### config.mk
export PLATFORM = sky130hd
export DESIGN_NAME = regbank_scoreboard
export DESIGN_NICKNAME = d
export VERILOG_FILES = /design/src/rtl/regbank_scoreboard.sv
export SDC_FILE = /design/constraint.sdc
export NUM_CORES = 2
export LEC_CHECK = 0
export CORE_MARGIN = 2
export CORE_UTILIZATION = 60
export CTS_BUF_LIST = sky130_fd_sc_hd__clkbuf_8
export DETAILED_ROUTE_END_ITERATION = 6
export HOLD_SLACK_MARGIN = 0.08
export PLACE_DENSITY = 0.79
export SLEW_MARGIN = 20
export SYNTH_ARGS = -nofsm -noshare
export SYNTH_HDL_FRONTEND = slang
export SYNTH_SLANG_ARGS = --single-unit
### constraint.sdc
create_clock -name clk -period 21.5 [get_ports clk]
set_clock_uncertainty 0.2 [all_clocks]
set_input_delay 3.225 -clock clk [delete_from_list [all_inputs] [get_ports clk]]
set_output_delay 3.225 -clock clk [all_outputs]
set_load 0.01 [all_outputs]
### src/rtl/regbank_scoreboard.sv
// regbank_scoreboard
//   Parametrised register bank with a per-register pending scoreboard and a
//   registered display tap. Decode/issue reads and reserves registers;
//   writeback writes them and clears their pending bit.
//
// Ports
//   clk, rst              rising-edge clock, asynchronous active-high reset
//   rd_addr1/2            read addresses
//   rd_data1/2, rd_pend1/2  combinational read data and pending bits
//   wr_en/wr_addr/wr_data writeback port
//   rsv_en/rsv_addr       reservation request
//   rsv_ok                combinational: rsv_addr is free to reserve
//   pend_cnt              registered popcount of the pending bits
//   disp_addr/disp_data   display tap, low DISP_W bits, registered
//
// Optional build macro
//   REGBANK_BYPASS_EN : forward a same-cycle write to the read ports.

// One register plus its pending bit. The top decodes addresses into
// one-hot hit strobes so each entry only has to react to its own hits.
module regbank_entry #(
  parameter int                DATA_W   = 32,
  parameter logic [DATA_W-1:0] INIT_VAL = '0
) (
  input  logic              clk,
  input  logic              rst,
  input  logic              wr_hit,
  input  logic [DATA_W-1:0] wr_data,
  input  logic              rsv_hit,
  output logic [DATA_W-1:0] q,
  output logic              pend,
  output logic              pend_d
);

  // A reservation overrides a same-cycle clear from writeback.
  always_comb pend_d = rsv_hit | (pend & ~wr_hit);

  always_ff @(posedge clk or posedge rst) begin
    if (rst) begin
      q    <= INIT_VAL;
      pend <= 1'b0;
    end else begin
      if (wr_hit) q <= wr_data;
      pend <= pend_d;
    end
  end

endmodule

module regbank_scoreboard #(
  parameter int DATA_W    = 32,
  parameter int DEPTH     = 16,
  parameter int ADDR_W    = $clog2(DEPTH),
  parameter int DISP_W    = 16,
  parameter int INIT_STEP = 10,
  parameter int ZERO_REG  = 1
) (
  input  logic              clk,
  input  logic              rst,
  input  logic [ADDR_W-1:0] rd_addr1,
  input  logic [ADDR_W-1:0] rd_addr2,
  output logic [DATA_W-1:0] rd_data1,
  output logic [DATA_W-1:0] rd_data2,
  output logic              rd_pend1,
  output logic              rd_pend2,
  input  logic              wr_en,
  input  logic [ADDR_W-1:0] wr_addr,
  input  logic [DATA_W-1:0] wr_data,
  input  logic              rsv_en,
  input  logic [ADDR_W-1:0] rsv_addr,
  output logic              rsv_ok,
  output logic [ADDR_W:0]   pend_cnt,
  input  logic [ADDR_W-1:0] disp_addr,
  output logic [DISP_W-1:0] disp_data
);

  localparam int CNT_W = ADDR_W + 1;
  localparam bit HZ    = (ZERO_REG != 0);

  logic [DEPTH-1:0][DATA_W-1:0] regs;
  logic [DEPTH-1:0]             pend_q;
  logic [DEPTH-1:0]             pend_d;
  logic [DEPTH-1:0]             wr_hit;
  logic [DEPTH-1:0]             rsv_hit;
  logic [CNT_W-1:0]             cnt_d;

  // R0 never holds a pending bit when hardwired, so the plain lookup
  // already reports it as free.
  always_comb rsv_ok = ~pend_q[rsv_addr] | (HZ && (rsv_addr == '0));

  // R0 is never hit when hardwired: it resets to 0*INIT_STEP and stays 0.
  // A reserve that collides with a same-address write still lands even
  // though rsv_ok (pre-edge view) may be low, so the write cannot free a
  // register that issue is trying to claim in the same cycle.
  for (genvar i = 0; i < DEPTH; i++) begin : g_ent
    localparam logic [ADDR_W-1:0] IDX  = ADDR_W'(i);
    localparam bit                LIVE = !(HZ && (i == 0));
    localparam logic [DATA_W-1:0] INIT = DATA_W'(longint'(i) * longint'(INIT_STEP));

    assign wr_hit[i]  = LIVE && wr_en && (wr_addr == IDX);
    assign rsv_hit[i] = LIVE && rsv_en && (rsv_addr == IDX) && (rsv_ok || wr_hit[i]);

    regbank_entry #(
      .DATA_W   (DATA_W),
      .INIT_VAL (INIT)
    ) u_ent (
      .clk     (clk),
      .rst     (rst),
      .wr_hit  (wr_hit[i]),
      .wr_data (wr_data),
      .rsv_hit (rsv_hit[i]),
      .q       (regs[i]),
      .pend    (pend_q[i]),
      .pend_d  (pend_d[i])
    );
  end

  always_comb begin
    rd_data1 = regs[rd_addr1];
    rd_pend1 = pend_q[rd_addr1];
    rd_data2 = regs[rd_addr2];
    rd_pend2 = pend_q[rd_addr2];
`ifdef REGBANK_BYPASS_EN
    if (wr_en && (wr_addr == rd_addr1) && !(HZ && (rd_addr1 == '0))) begin
      rd_data1 = wr_data;
      rd_pend1 = 1'b0;
    end
    if (wr_en && (wr_addr == rd_addr2) && !(HZ && (rd_addr2 == '0))) begin
      rd_data2 = wr_data;
      rd_pend2 = 1'b0;
    end
`endif
  end

  // Count from next-state bits so pend_cnt tracks the array exactly,
  // including reset and write/reserve collisions.
  always_comb begin
    cnt_d = '0;
    for (int i = 0; i < DEPTH; i++) cnt_d = cnt_d + CNT_W'(pend_d[i]);
  end

  // Display samples the pre-write array: write-to-display is two edges.
  always_ff @(posedge clk or posedge rst) begin
    if (rst) begin
      pend_cnt  <= '0;
      disp_data <= '0;
    end else begin
      pend_cnt  <= cnt_d;
      disp_data <= regs[disp_addr][DISP_W-1:0];
    end
  end

endmodule

==> tab_implementation.tex <==
\begin{tabular}{lr}
\hline
Metric & Value \\
\hline
\multicolumn{2}{l}{\textbf{Placement}} \\
Post-detailed-placement half-perimeter wirelength & 45.6 mm \\
GP Congestion & 0.895 \\
Area after DPL & 0.0312 mm2 \\
Input/output buffers & around 140 \\
\multicolumn{2}{l}{\textbf{Final layout}} \\
Commonest non-fill, non-tap cell in the layout & sky130\_fd\_sc\_hd\_\_dfrtp\_1 \\
Area added between synthesis and finish & 11.8\% \\
Commonest cells after routing, fill and taps aside & sky130\_fd\_sc\_hd\_\_dfrtp\_1 (469), sky130\_fd\_sc\_hd\_\_mux2\_2 (300), sky130\_fd\_sc\_hd\_\_mux2\_1 (264) \\
Share of cells above drive strength 1 & $\sim$36\% \\
Final core area utilization & between 60\% and 70\% \\
Net count of the finished layout & 2,171 \\
Final-layout fill cell count & 3,367 \\
Area taken by flip-flops and latches & 0.0130 mm2 \\
Multi-input logic area & 0.0156 mm2 \\
Final Instance Area & between 0.03 and 0.04 mm2 \\
\multicolumn{2}{l}{\textbf{Pwr}} \\
Switching power of the nets & 1.02 mW \\
Sw Ratio & 31.1\% \\
Share of total power in combinational logic & roughly 30\% \\
Worst vdd rail ir drop & 61.3 uV \\
Internal Power & approximately 2.3 mW \\
Power share of the clock group & 26.9\% \\
Sequential cell fraction of total power & between 40\% and 50\% \\
P per Cell Area & 99.3 mW/mm2 \\
Leakage component of the power & 13.8 nW \\
\multicolumn{2}{l}{\textbf{STA}} \\
Number of pins with negative max-slew slack in the final report & 0 \\
RSZ-0062 raised after global routing & false \\
Hold Violations, Final & 0 \\
Number of setup violations in the final report & 0 \\
Measured slew at the worst slew-check pin & 1100 ps \\
Final clock period utilization by the worst path & 48.4\% \\
Shortest clock period the worst path allows after layout & 10,420 ps \\
Maximum operating frequency & 96.0 MHz \\
Max-Slew Margin vs Limit & 26.9\% \\
Final sum of negative setup slack & 0 ps \\
Hold slack & 311 ps \\
\multicolumn{2}{l}{\textbf{Route}} \\
TritonRoute pass-1 iters & 5 \\
Average wire length per cell after detail routing & 29.3 um \\
Post-DR vias/cell & 6.99 \\
Number of remaining DRC errors & 0 \\
Drt first-iter violations & 2,016 \\
Remaining number of nets flagged by the antenna check after routing & 0 \\
Routed via count & between 15k and 20k \\
Final wirelength & a little over 80 mm \\
\multicolumn{2}{l}{\textbf{Logic synthesis}} \\
Mean post-synth cell area & $\sim$14 um2 \\
Number of warnings reported in the yosys synthesis log & 0 \\
Leading cell types by total area after synthesis & sky130\_fd\_sc\_hd\_\_dfrtp\_1 (40\%), sky130\_fd\_sc\_hd\_\_mux4\_2 (17\%), sky130\_fd\_sc\_hd\_\_mux2\_2 (11\%) \\
Post-synth EDFFs & 0 \\
Register bit count reported by yosys & 516 \\
Synthesized instance count & between 2k and 2.5k \\
Portion of the post-synthesis area used by sequential elements & 43.9\% \\
Cell type with the largest total area after synthesis & sky130\_fd\_sc\_hd\_\_dfrtp\_1 \\
Synth top area share & 39.7\% \\
Post-synthesis async set-or-reset flop share & 100\% \\
Yosys cell types & 50 \\
Number of nets in the synthesized netlist & 2,109 \\
Cell area after synthesis & 0.0295 mm2 \\
Most instantiated flip-flop cell in the synthesis netlist & sky130\_fd\_sc\_hd\_\_dfrtp\_1 \\
\multicolumn{2}{l}{\textbf{Clocking}} \\
Total CTS buffers & 88 \\
Number of buffers added for setup after CTS & 0 \\
Clk\_lat worst skew & 700 ps \\
Clock slew seen by the registers of the worst setup and hold paths & 50 ps \\
Number of hold-repair buffers added at the cts stage & 0 \\
Number of H-tree branching levels & 3 \\
Clock tree from TritonCTS & yes \\
Max Root-Sink Buffers & 3 \\
Root Buffer & sky130\_fd\_sc\_hd\_\_clkbuf\_8 \\
Clk sink count & 516 \\
Count of instances resized after the clock tree is built & 0 \\
\multicolumn{2}{l}{\textbf{GRT}} \\
Vias in the first global route & 20.9k \\
GRT Util Overall & 33.8\% \\
Total congestion overflow & 0 \\
Initial antenna violation count & 2 \\
Wire length of the first global-routing pass & around 130 mm \\
Maximum number of pins on one net before global-route repair & 183 \\
\multicolumn{2}{l}{\textbf{Die}} \\
Width of the die & 226 um \\
Die Ht & 226 um \\
Rows & 81 \\
Starting utilization of the core area & 60.6\% \\
Floorplan die area & 0.0510 mm2 \\
Top-Level Pins & 144 \\
Core Area & approximately 0.049 mm2 \\
\multicolumn{2}{l}{\textbf{Critical path}} \\
Worst path required time & 18,070 ps \\
Peak fanout along the critical path & 54 \\
Startpoint-to-endpoint class of the critical path & in -> out \\
Sort of element at the end of the critical path & output port \\
Worst setup SP type & input port \\
Worst path arrival time & 6990 ps \\
\multicolumn{2}{l}{\textbf{Status}} \\
Status & completed \\
\multicolumn{2}{l}{\textbf{Hold path}} \\
Worst Hold Class & reg -> reg \\
\multicolumn{2}{l}{\textbf{Run}} \\
Max-capacitance violation count & 0 \\
\hline
\end{tabular}
[area by class of cell]
class | count | area share, %
clock inverters | 54 | 0.837
well taps | 664 | 2.52
flip-flops and latches | 516 | 39.3
diodes | 3 | 0.0227
repair buffers | 183 | 5.32
clock buffers | 108 | 4.50
inverters | 16 | 0.205
multi-input cells | 1295 | 47.3
[cells by family after synthesis]
group	after synthesis	share of synthesized area [%]
DFF	516	43.9
AOI/OAI and AO/OA	260	6.85
and+or+nand+nor	96	1.65
muxes	922	43.1
xor gates and xnor gates	2	0.0593
adders and majority gates	15	0.864
buffers and inverters	227	3.57
[stage by stage]
step           std cells  setup WS, ps  power (mW)
3_3_place_gp        2673         11070        2.34
2_1_floorplan       2038          3740        2.09
5_1_grt             2838         10840        3.45
3_5_place_dp        2673         11030        2.40
4_1_cts             2835         11010        3.29
6_report            2839         11080        3.28
[per-layer routing]
metal | up-vias | track usage (%) | wire length (um) | part of all wire (%)
li1 | 8157 | - | - | -
met1 | 10441 | 44.5 | 32700 | 39
met2 | 1002 | 54.2 | 40300 | 48
met3 | 248 | 7.16 | 6640 | 8.0
met4 | 0 | 15.3 | 3440 | 4.1
met5 | - | 0 | 0 | 0
[synth_stat cells, types with 22 or more instances]
| cell type | instances |
|---|---|
| sky130_fd_sc_hd__a21oi_1 | 22 |
| sky130_fd_sc_hd__o21ai_0 | 24 |
| sky130_fd_sc_hd__dfrtp_1 | 469 |
| sky130_fd_sc_hd__mux2i_1 | 134 |
| sky130_fd_sc_hd__o21ai_1 | 28 |
| sky130_fd_sc_hd__nand2_1 | 25 |
| sky130_fd_sc_hd__a22o_1 | 47 |
| sky130_fd_sc_hd__dfstp_2 | 47 |
| sky130_fd_sc_hd__buf_2 | 68 |
| sky130_fd_sc_hd__mux2_1 | 264 |
| sky130_fd_sc_hd__mux4_2 | 223 |
| sky130_fd_sc_hd__a221o_1 | 36 |
| sky130_fd_sc_hd__a221oi_1 | 72 |
| sky130_fd_sc_hd__clkbuf_1 | 103 |
| sky130_fd_sc_hd__mux2_2 | 300 |
[critical path, cell delays in order]
cell and delay [ps]:
sky130_fd_sc_hd__clkbuf_8 520, sky130_fd_sc_hd__buf_4 820, sky130_fd_sc_hd__buf_4 710, sky130_fd_sc_hd__mux4_2 600, sky130_fd_sc_hd__mux4_2 540, sky130_fd_sc_hd__clkdlybuf4s50_1 510
[power groups by stage]
stage / clock (mW) / sequential [mW] / combinational [mW]
5_1_grt: 0.940 / 1.45 / 1.05
6_report: 0.882 / 1.42 / 0.974
3_5_place_dp: 0 / 1.43 / 0.970
2_1_floorplan: 0 / 1.37 / 0.720
3_3_place_gp: 0 / 1.41 / 0.932
4_1_cts: 0.897 / 1.42 / 0.976
[final timing paths]
path,from,to,slack [ps],cells after the start
max,rd_addr1[0],rd_data1[22],11080,6
max reg2reg,g_ent[3].u_ent.pend,pend_cnt[4],16410,16
min,g_ent[3].u_ent.q[28],g_ent[3].u_ent.q[28],310,1
min in group asynchronous,rst,g_ent[15].u_ent.q[30],2880,2
max in group asynchronous,rst,g_ent[2].u_ent.q[13],16040,5
min reg2reg,g_ent[3].u_ent.q[28],g_ent[3].u_ent.q[28],310,1
[flip-flops by register name, summed over array words and instances, names as in the netlist]
signal and cells:
g_ent.u_ent.q 480, disp_data 16, pend_cnt 5, g_ent.u_ent.pend 15
Power figures use the tool's default switching activity.
